$ cat src/rtl/smem_arbiter_pkg.sv
// Shared types for the shared-memory arbiter: bus geometry, access type and FSM encoding.
package smem_arbiter_pkg;

    localparam int USIZE     = 16;
    localparam int MAX_ELEMS = 5;
    localparam int BUS_W     = USIZE * MAX_ELEMS;
    localparam int ADDR_BITS = 16;

    typedef logic [ADDR_BITS-1:0] addr_t;

    typedef enum logic {
        ARB_RD = 1'b0,
        ARB_WR = 1'b1
    } arb_type_e;

    typedef logic [1:0] arb_state_e;

    localparam arb_state_e ST_IDLE    = 2'd0;
    localparam arb_state_e ST_OWN     = 2'd1;
    localparam arb_state_e ST_RELEASE = 2'd2;

endpackage

$ cat src/rtl/smem_arbiter_rr_pick.sv
// Combinational rotating-priority picker: first set request at or above ptr, wrapping.
module rr_pick #(
    parameter int N_PROC = 4,
    parameter int PTR_W  = $clog2(N_PROC)
) (
    input  logic [N_PROC-1:0] req,
    input  logic [PTR_W-1:0]  ptr,
    output logic              found,
    output logic [PTR_W-1:0]  idx
);

    logic [PTR_W:0]   sum;
    logic [PTR_W-1:0] pos;

    // Scan from the farthest offset down so the nearest request is written last.
    always_comb begin
        found = 1'b0;
        idx   = '0;
        sum   = '0;
        pos   = '0;
        for (int off = N_PROC - 1; off >= 0; off--) begin
            sum = {1'b0, ptr} + (PTR_W + 1)'(off);
            if (sum >= (PTR_W + 1)'(N_PROC)) begin
                sum = sum - (PTR_W + 1)'(N_PROC);
            end
            pos = sum[PTR_W-1:0];
            if (req[pos]) begin
                found = 1'b1;
                idx   = pos;
            end
        end
    end

endmodule

$ cat src/rtl/smem_arbiter.sv
// Round-robin owner arbiter for one single-port shared memory shared by N_PROC PEs.
module smem_arbiter
    import smem_arbiter_pkg::*;
#(
    parameter int N_PROC   = 4,
    parameter int ADDR_W   = 16,
    parameter int MAX_HOLD = 8
) (
    input  logic                      i_clk,
    input  logic                      i_rstn,
    input  logic [N_PROC-1:0]         i_req_rd,
    input  logic [N_PROC-1:0]         i_req_wr,
    input  logic [N_PROC*ADDR_W-1:0]  i_addr,
    input  logic [N_PROC*BUS_W-1:0]   i_wdata,
    input  logic [N_PROC*3-1:0]       i_wr_size,
    output logic [N_PROC-1:0]         o_grant_rd,
    output logic [N_PROC-1:0]         o_grant_wr,
    output logic [BUS_W-1:0]          o_rdata,
    output logic                      o_mem_en,
    output logic                      o_mem_we,
    output logic [ADDR_W-1:0]         o_mem_addr,
    output logic [BUS_W-1:0]          o_mem_wdata,
    output logic [2:0]                o_mem_wsize,
    input  logic [BUS_W-1:0]          i_mem_rdata,
    output logic [1:0]                o_dbg_state,
    output logic [$clog2(N_PROC)-1:0] o_dbg_ptr
);

    localparam int PTR_W = $clog2(N_PROC);
    localparam int CNT_W = $clog2(MAX_HOLD + 1);

    arb_state_e       state;
    arb_type_e        typ;
    logic [PTR_W-1:0] ptr;
    logic [PTR_W-1:0] owner;
    logic [CNT_W-1:0] hold_cnt;

    logic             pick_found;
    logic [PTR_W-1:0] pick_idx;
    logic             own_req;
    logic             owning;
    logic [PTR_W-1:0] owner_next;

    rr_pick #(
        .N_PROC (N_PROC),
        .PTR_W  (PTR_W)
    ) u_pick (
        .req   (i_req_rd | i_req_wr),
        .ptr   (ptr),
        .found (pick_found),
        .idx   (pick_idx)
    );

    assign own_req    = (typ == ARB_WR) ? i_req_wr[owner] : i_req_rd[owner];
    assign owning     = (state == ST_OWN);
    assign owner_next = (owner == PTR_W'(N_PROC - 1)) ? '0 : owner + 1'b1;

    always_ff @(posedge i_clk or negedge i_rstn) begin
        if (!i_rstn) begin
            state    <= ST_IDLE;
            typ      <= ARB_RD;
            ptr      <= '0;
            owner    <= '0;
            hold_cnt <= '0;
        end else begin
            case (state)
                ST_IDLE: begin
                    if (pick_found) begin
                        owner    <= pick_idx;
                        typ      <= arb_type_e'(i_req_wr[pick_idx]);
                        hold_cnt <= '0;
                        state    <= ST_OWN;
                    end
                end
                ST_OWN: begin
                    if (hold_cnt != CNT_W'(MAX_HOLD)) begin
                        hold_cnt <= hold_cnt + 1'b1;
                    end
                    // A type switch is just a drop: the PE re-competes from IDLE.
                    if (!own_req) begin
                        ptr   <= owner_next;
                        state <= ST_IDLE;
                    end else if (hold_cnt >= CNT_W'(MAX_HOLD - 2)) begin
                        // hold_cnt is about to reach MAX_HOLD-1: cap the tenure.
                        ptr   <= owner_next;
                        state <= ST_RELEASE;
                    end
                end
                ST_RELEASE: state <= ST_IDLE;
                default:    state <= ST_IDLE;
            endcase
        end
    end

    // Grants decode registered state only; the live request gates just the memory strobe.
    always_comb begin
        o_grant_rd = '0;
        o_grant_wr = '0;
        if (owning) begin
            if (typ == ARB_WR) o_grant_wr[owner] = 1'b1;
            else               o_grant_rd[owner] = 1'b1;
        end
    end

    always_comb begin
        o_mem_en    = owning && own_req;
        o_mem_we    = owning && (typ == ARB_WR);
        o_mem_addr  = '0;
        o_mem_wdata = '0;
        o_mem_wsize = '0;
        if (o_mem_en) begin
            o_mem_addr  = i_addr[int'(owner)*ADDR_W +: ADDR_W];
            o_mem_wdata = i_wdata[int'(owner)*BUS_W +: BUS_W];
            o_mem_wsize = i_wr_size[int'(owner)*3 +: 3];
        end
    end

    assign o_rdata     = i_mem_rdata;
    assign o_dbg_state = state;
    assign o_dbg_ptr   = ptr;

endmodule

$ cat config.mk
export PLATFORM = sky130hd
export DESIGN_NAME = smem_arbiter
export DESIGN_NICKNAME = d
export VERILOG_FILES = /design/src/rtl/smem_arbiter_pkg.sv /design/src/rtl/smem_arbiter_rr_pick.sv /design/src/rtl/smem_arbiter.sv
export SDC_FILE = /design/constraint.sdc
export NUM_CORES = 1
export LEC_CHECK = 0
export CAP_MARGIN = 20
export CORE_AREA = 2 2 266 268
export DETAILED_ROUTE_END_ITERATION = 8
export DIE_AREA = 0 0 268 270
export GPL_TIMING_DRIVEN = 0
export MAX_ROUTING_LAYER = met4
export PLACE_DENSITY = 0.35
export SETUP_SLACK_MARGIN = 0.2
export SLEW_MARGIN = 20
export SYNTH_ARGS = -nofsm -noshare
export SYNTH_HDL_FRONTEND = slang
export SYNTH_SLANG_ARGS = --single-unit
$ cat constraint.sdc
create_clock -name i_clk -period 2 [get_ports i_clk]
set_input_delay 0.4 -clock i_clk [delete_from_list [all_inputs] [get_ports i_clk]]
set_output_delay 0.4 -clock i_clk [all_outputs]
set_load 0.05 [all_outputs]
-- Word level (Yosys, flattened, before mapping)
Cells that the tools add are included.
- equal/unequal tests: 7
- shift operators: 3
- add/sub/neg operators: 9
- multiplexer cells: 46
- $lt $le $gt $ge: 12
- multiply operators: 2
- reduce and logical (&&, ||, !) cells: 9
- bitwise operators: 1
- operators by type and width (operator ; count):
    $shiftx 320x10->80 ; 1
    $mux 80 ; 1
    $shiftx 64x7->16 ; 1
    $mux 2 ; 14
    $mux 4 ; 6
    $lt 2x3->1 const B ; 6
    $mux 16 ; 1
    $bmux 1 s2 ; 7
    $mux 1 ; 13
    $shiftx 12x5->3 ; 1
    $ge 3x3->1 const B ; 3
    $pmux 4 s2 ; 1
    $sub 2x1->2 const B ; 4
    $add 2x2->3 const B ; 2
    $reduce_and 2->1 ; 3
    $mul 2x3->5 const B ; 1
    $add 4x1->4 const B ; 1
    $ge 4x3->1 const B ; 1
    $mul 2x2->4 const B ; 1
    $ne 2x1->1 const B ; 2
    $ne 4x4->1 const B ; 1
    $or 4x4->4 ; 1
    $pmux 2 s2 ; 1
    $add 2x1->3 const B ; 1
    13 further kinds ; 15
- bits of input ports: 486
- register bits after elaboration: 11

-- Depth between registers and ports, before layout
Gate-level depths: netlist of run 1.
- word-level depth: 11
- gate-level depth with buffers: 7
- gate-level depth less buffers: 7

-- Hierarchy
A second synthesis of run 1 with hierarchy kept.
- cells, all modules: 409
- area, all modules: 4584.4 µm²
- modules (own cells, without submodules) (module ; area each (µm²) ; instances ; cells an instance ; sequential area each (µm²)):
    smem_arbiter ; 4506.8 ; 1 ; 396 ; 275.3
    rr_pick ; 77.6 ; 1 ; 13 ; 0.0

-- Worst setup path before layout of run 1
Ideal clock, no wire load.
- kind: register -> output
- start: register state[0], in the netlist o_dbg_state[0]
- end: output port o_mem_addr[0]
- data required time: 1600 ps
- arrival: 2161 ps
- buffers on the path: 3
- cell stages (with the launch flop): 7
- setup slack: -561 ps
- cells stage by stage: dfrtp_1 -> nor2b_1 -> clkbuf_1 -> nand2b_1 -> buf_2 -> buf_2 -> nor2b_1
- cells in the longest elaborated chain, start to end: 3
- RTL lines (what ; line ; text):
    from (decl) ; smem_arbiter.sv:32 ; arb_state_e state;
    from (signal assigned) ; smem_arbiter.sv:60 ; state <= ST_IDLE;
    from (signal assigned) ; smem_arbiter.sv:72 ; state <= ST_OWN;
    from (signal assigned) ; smem_arbiter.sv:82 ; state <= ST_IDLE;
    $eq 2x1->1 ; smem_arbiter.sv:55 ; assign owning = (state == ST_OWN);
    $logic_and 1x1->1 ; smem_arbiter.sv:106 ; o_mem_en = owning && own_req;
    $mux 16 ; smem_arbiter.sv:111 ; if (o_mem_en) begin
    to (decl) ; smem_arbiter.sv:21 ; output logic [ADDR_W-1:0] o_mem_addr,
No other way between the ends.

-- Final worst setup path of run 1
- start: register owner[0]
- end: output port o_mem_wdata[71]
- cells in the longest elaborated chain, start to end: 5
- RTL lines (what ; line ; text):
    from (decl) ; smem_arbiter.sv:35 ; logic [PTR_W-1:0] owner;
    from (signal assigned) ; smem_arbiter.sv:69 ; owner <= pick_idx;
    branches (longest 4 deep; another with $mul 2x3->5) ; - ;
    $mux 80 (*) ; smem_arbiter.sv:111 ;
    to (decl) ; smem_arbiter.sv:22 ; output logic [BUS_W-1:0] o_mem_wdata,
Mark *: on every way between the ends. The select of a mux whose other input is x is not followed.

==> impl_metrics.env, run 1 <==
export IMPL_status="finished, violations left"
export IMPL_violations="setup timing"
export IMPL_worst_slack_ns=-0.781
export IMPL_async_flop_share_pct=100
export IMPL_min_path_type="primary input to asynchronous set/reset pin"
export IMPL_synth_ff_latch_count=11
export IMPL_setup_tns_ns=-72.01
export IMPL_finalCritPeriodShare_pct=139
export IMPL_ios=679
export IMPL_netlist_instances=404
export IMPL_yosysMostFrequentCell="nor2b_1"
export IMPL_slew_headroom_pct=58.6
export IMPL_synth_edff_count=0
export IMPL_initial_core_util_pct=6.38
export IMPL_worstSetupEndpointType="output port"
export IMPL_core_um2=69500
export IMPL_clk_path_buf_depth=2
export IMPL_cp_max_fo=6
export IMPL_cts_root_buf="clkbuf_16"
export IMPL_drv_cap=0
export IMPL_crit_required_ns=1.60
export IMPL_fmax_ghz=0.360
export IMPL_dpl_hpwl_mm=31.4
export IMPL_synthTopCellsByCount="nor2b_1, mux4_2, buf_4"
export IMPL_rows=97
export IMPL_grt_max_degree=12
export IMPL_period_minus_slack_ns=2.78
export IMPL_startpoint_type="flop"
export IMPL_grt_pass1_wl_mm=48.1
export IMPL_path_class="flop to output port"
export IMPL_synth_ff_type="dfrtp_1"
export IMPL_setup_violations=106
export IMPL_drive_above_1_share_pct=42.9
export IMPL_reg2reg_slack_ns=-0.06
export IMPL_tightestPinTransition_ns=0.617
export IMPL_maxSlewViolCount=0
export IMPL_yosysTopAreaCell="mux4_2"
export IMPL_die_h_um=270
export IMPL_area_growth_pct=203
export IMPL_cts_sinks=11
export IMPL_drt_initial_drc_count=178
export IMPL_synth_seq_area_share_pct=6.20
export IMPL_finalWirelength_mm=36.9
export IMPL_rsz0062_at_grt="yes"
export IMPL_via_per_inst=3.08
export IMPL_antenna_left=0
export IMPL_ys_warn_count=0
export IMPL_place_gp_congestion=0.874
export IMPL_cts_made_buffers=3
export IMPL_wl_per_cell_um=18.3
export IMPL_synthTopCellsByArea="mux4_2, nor2b_1, buf_4, dfrtp_1, buf_2"
export IMPL_grtUsageTotal_pct=9.53
export IMPL_leakagePower_nw=5.10
export IMPL_ys_types=37
export IMPL_syn_area_um2=4440
export IMPL_netlist_area_leader_share_pct=51.3
export IMPL_htreeDepth=1
export IMPL_timing_hold_ws_ns=0.511
export IMPL_fp_dieW_um=268
export IMPL_fin_worst_skew_ns=0.000543
export IMPL_grt_pass1_vias=6579
export IMPL_grt_antenna_before_repair=6
export IMPL_synth_nets=897
export IMPL_worst_ep_arrival_time_ns=2.38
export IMPL_nets=1557
export IMPL_power_total_mw=19.0
export IMPL_hold_viol=0
export IMPL_clk_insertion_delay_late_ns=0.23
export IMPL_drc=0
export IMPL_ir_drop_mv=0.892
export IMPL_path_clk_slew_ns=0.04
export IMPL_overflow=0
export IMPL_dr_pass1_iters=5
export IMPL_port_buffers=598
export IMPL_synth_area_per_cell_um2=11.0
export IMPL_die_area_um2=72400
export IMPL_powerDensity_nw_per_um2=1410
export IMPL_cts_tree="done"
export IMPL_dr_total_vias=6185
==> final timing paths <==
| path | from | end | depth (start not counted) |
|---|---|---|---|
| worst min-delay path | i_rstn | hold_cnt[0] | 1 |
| min in group i_clk | hold_cnt[3] | hold_cnt[3] | 2 |
| worst max-delay path | owner[0] | o_mem_wdata[71] | 11 |
| max in group asynchronous | i_rstn | o_dbg_ptr[1] | 1 |
| worst max register to register | owner[0] | o_dbg_state[1] | 10 |
| worst min register to register | hold_cnt[3] | hold_cnt[3] | 2 |
==> registers in the layout, indices dropped and copies added (netlist names) <==
signal	count
typ	1
o_dbg_ptr	2
o_dbg_state	2
owner	2
hold_cnt	4
==> cell usage in the layout, fill, tap and decap left out, types with 2 or more instances in the layout <==
cell type          n
and2_4             3
and3_2             3
buf_12            27
buf_16             8
buf_2              2
buf_4            107
buf_6             99
buf_8             21
clkbuf_1           2
clkbuf_16          8
clkbuf_2           6
clkbuf_4           3
clkdlybuf4s50_1  477
dfrtp_1            7
dfrtp_2            4
diode_2            7
dlygate4sd2_1     12
ha_1               4
ha_4               2
inv_1              6
mux4_2           101
nand2_1            4
nand3_1            2
nor2_1             7
nor2b_1           59
nor2b_2            7
nor2b_4           36
nor3_1             3
o21ai_0            7
or2_2              2
==> what timing repair did <==
item / 4_1_cts / 5_1_grt
resized for setup: 875 / 87
hold buffers: 0 / 0
pin swaps: 0 / 0
setup buffers: 38 / 10
gates cloned: 6 / 3
setup endpoints to repair: 122 / 116
endpoints found under the hold margin: 0 / 0
==> layer usage <==
layer | wire, um | track usage (%)
met5 | 0 | -
met4 | 307 | 1.09
met3 | 3350 | 2.19
met2 | 19200 | 17.5
met1 | 14000 | 10.7
==> critical path, stage by stage (launching register included) <==
cell	delay, ns
dfrtp_1	0.36
buf_6	0.12
mux4_2	0.50
mux2i_2	0.19
nand2b_4	0.18
buf_12	0.10
buf_12	0.10
buf_16	0.15
buf_12	0.11
buf_16	0.11
nor2b_1	0.05
buf_6	0.15
==> kinds of logic after synthesis <==
group	Yosys count	synth area share, %
compound gates	23	3.55
xor+xnor	2	0.395
fa+ha+maj	7	1.97
buf+inv	123	17.8
flops	11	6.20
mux	103	51.7
simple gates	135	18.3
==> per-stage QoR <==
| step | instances | utilization (%) | setup WS, ns | instance area (um2) |
|---|---|---|---|---|
| after floorplan | 404 | - | -0.435 | 4660 |
| after global placement | 1942 | 17.0 | -1.80 | 11800 |
| after detailed placement | 1942 | 17.0 | -1.77 | 11800 |
| after CTS | 1990 | 18.6 | -0.822 | 12900 |
| after global routing | 2009 | 19.3 | -0.874 | 13400 |
| final | 2010 | 19.3 | -0.781 | 13400 |
==> area by class of cell <==
cell class	count	area [um2]
multi-input combinational	270	3740
fill	7624	56100
inverter	8	40.0
clock buffer	4	78.8
tap	940	1180
antenna	7	17.5
sequential	11	280
buffer	115	1100
timing repair buffer	655	7010
==> power by group <==
group          total, mW  switching, mW  leakage [nW]  internal, mW
Sequential         0.478          0.150         0.134         0.327
Clock              0.359         0.0916        0.0382         0.267
Combinational       18.1           9.25          4.93          8.88
(Power assumes the default switching activity.)
==> inputs of run 2 (changes only) <==
--- a/config.mk
+++ b/config.mk
@@ -13,7 +13,7 @@
 export MAX_ROUTING_LAYER = met4
 export PLACE_DENSITY = 0.35
 export SETUP_SLACK_MARGIN = 0.2
-export SLEW_MARGIN = 20
+export SLEW_MARGIN = 15
 export SYNTH_ARGS = -nofsm -noshare
 export SYNTH_HDL_FRONTEND = slang
 export SYNTH_SLANG_ARGS = --single-unit
==> results of run 2 <==
No change in the layout: final DEF, timing and power equal those of run 1.
==> inputs of run 3 (changes only) <==
--- a/config.mk
+++ b/config.mk
@@ -17,3 +17,4 @@
 export SYNTH_ARGS = -nofsm -noshare
 export SYNTH_HDL_FRONTEND = slang
 export SYNTH_SLANG_ARGS = --single-unit
+export TNS_END_PERCENT = 20
==> impl_metrics.env, run 3 (synthesized netlist as in run 1, its figures left out) <==
export IMPL_status="finished, violations left"
export IMPL_violations="setup timing"
export IMPL_drc=0
export IMPL_ir_drop_mv=0.485
export IMPL_grt_max_degree=12
export IMPL_crit_cells=9
export IMPL_overflow=0
export IMPL_dr_pass1_iters=4
export IMPL_cp_max_fo=5
export IMPL_slew_headroom_pct=61.4
export IMPL_regMostFlops="hold_cnt"
export IMPL_area_growth_pct=188
export IMPL_slowest_stage="mux4_2"
export IMPL_setup_violations=107
export IMPL_hold_viol=0
export IMPL_timing_hold_ws_ns=0.521
export IMPL_die_h_um=270
export IMPL_core_um2=69500
export IMPL_fmax_ghz=0.367
export IMPL_min_path_type="primary input to asynchronous set/reset pin"
export IMPL_cts_tree="done"
export IMPL_fin_util_pct=18.3
export IMPL_crit_top_cell="buf_12"
export IMPL_period_minus_slack_ns=2.72
export IMPL_dr_total_vias=6125
export IMPL_leakagePower_nw=4.74
export IMPL_nets=1517
export IMPL_timing_rr_start="owner[0]"
export IMPL_grtUsageTotal_pct=10.1
export IMPL_wl_per_cell_um=19.7
export IMPL_placed_cells=1942
export IMPL_final_common_cell="clkdlybuf4s50_1"
export IMPL_place_gp_congestion=0.844
export IMPL_clk_insertion_delay_late_ns=0.23
export IMPL_worst_slack_ns=-0.722
export IMPL_finalWirelength_mm=38.8
export IMPL_cp_top_family="buffers and inverters"
export IMPL_htreeDepth=1
export IMPL_path_buf_inv=5
export IMPL_fp_dieW_um=268
export IMPL_final_cell_mix="clkdlybuf4s50_1, mux4_2, buf_4, buf_6, nor2b_1"
export IMPL_drt_initial_drc_count=150
export IMPL_drive_above_1_share_pct=40.8
export IMPL_final_cells=1973
export IMPL_finalCritPeriodShare_pct=136
export IMPL_powerDensity_nw_per_um2=1360
export IMPL_dpl_hpwl_mm=33.7
export IMPL_crit_required_ns=1.60
export IMPL_tightestPinTransition_ns=0.576
export IMPL_antenna_left=0
export IMPL_rows=97
export IMPL_largest_register_ffs=4
export IMPL_grt_pass1_vias=6739
export IMPL_port_buffers=598
export IMPL_ios=679
export IMPL_via_per_inst=3.10
export IMPL_path_clk_slew_ns=0.04
export IMPL_path_class="flop to output port"
export IMPL_slowest_delay_ns=0.53
export IMPL_reg2reg_slack_ns=0.01
export IMPL_startpoint_type="flop"
export IMPL_cts_root_buf="clkbuf_16"
export IMPL_worst_ep_arrival_time_ns=2.32
export IMPL_initial_core_util_pct=6.38
export IMPL_clk_path_buf_depth=2
export IMPL_setup_tns_ns=-67.39
export IMPL_maxSlewViolCount=0
export IMPL_rsz0062_at_grt="yes"
export IMPL_reg2reg_depth=8
export IMPL_worstSetupEndpointType="output port"
export IMPL_crit_chain="buf_6 > mux4_2 > mux2i_4 > nand2b_4 > buf_12 > buf_12 > buf_12 > nor2b_4 > buf_6"
export IMPL_grt_antenna_before_repair=13
export IMPL_cts_sinks=11
export IMPL_grt_pass1_wl_mm=50.2
export IMPL_drv_cap=0
export IMPL_cts_hold_fix_buffers=0
export IMPL_fin_worst_skew_ns=0.000889
export IMPL_die_area_um2=72400
export IMPL_cts_made_buffers=3
export IMPL_worstReg2RegEnd="o_dbg_state[1]"
export IMPL_place_ws_ns=-2.04
-- run 3: cell count changes in the layout (fill, tap and decap cells not counted), sizes merged --
cell,delta
clkinvlp,+1
dlygate4sd2,+2
diode,+3
buf,-38
clkdlybuf4s50,-1
bufbuf,-1
inv,-1
clkbuf,-4
clkdlybuf4s15,+2
-- run 3: worst max path at each step --
stage,slack (ns),startpoint,endpoint
6_report,-0.72,owner[0],o_mem_wdata[71]
5_1_grt,-0.86,owner[0],o_mem_wdata[71]
4_1_cts,-0.78,owner[0],o_mem_wdata[66]
3_5_place_dp,-2.04,owner[1],o_mem_wsize[1]
3_3_place_gp,-2.55,owner[1],o_mem_wsize[1]
2_1_floorplan,-0.44,owner[0],o_mem_wdata[10]
-- run 3: per-layer routing --
layer	wire length, um	global-route usage (%)	share of wire [%]
met5	0	-	0
met4	518	1.59	1.3
met3	3930	3.50	10
met2	20400	19.0	52
met1	14000	10.2	36
-- run 3: power by group --
part	internal [mW]	switching [mW]
Combinational	7.55	8.96
Clock	0.267	0.0929
Sequential	0.326	0.156
-- run 3: per-stage QoR --
| step | total power [mW] | instance area [um2] |
|---|---|---|
| floorplan | 9.29 | 4530 |
| global placement | 14.5 | 11700 |
| detailed placement | 14.4 | 11700 |
| CTS | 17.1 | 12400 |
| global route | 18.3 | 12800 |
| finish | 17.3 | 12800 |
-- run 3: timing repair --
item,4_1_cts,5_1_grt
pin swaps,0,1
gates cloned,3,2
setup buffers,9,3
setup endpoints to repair,124,117
resized for setup,838,85
-- run 3: layout make-up --
| type | instances | area [um2] |
|---|---|---|
| antenna | 10 | 25.0 |
| buffer | 115 | 1070 |
| clock buffer | 4 | 78.8 |
| fill | 7707 | 56800 |
| inverter | 8 | 36.3 |
| multi-input combinational | 270 | 3660 |
| sequential | 11 | 279 |
| tap | 940 | 1180 |
| timing repair buffer | 615 | 6440 |
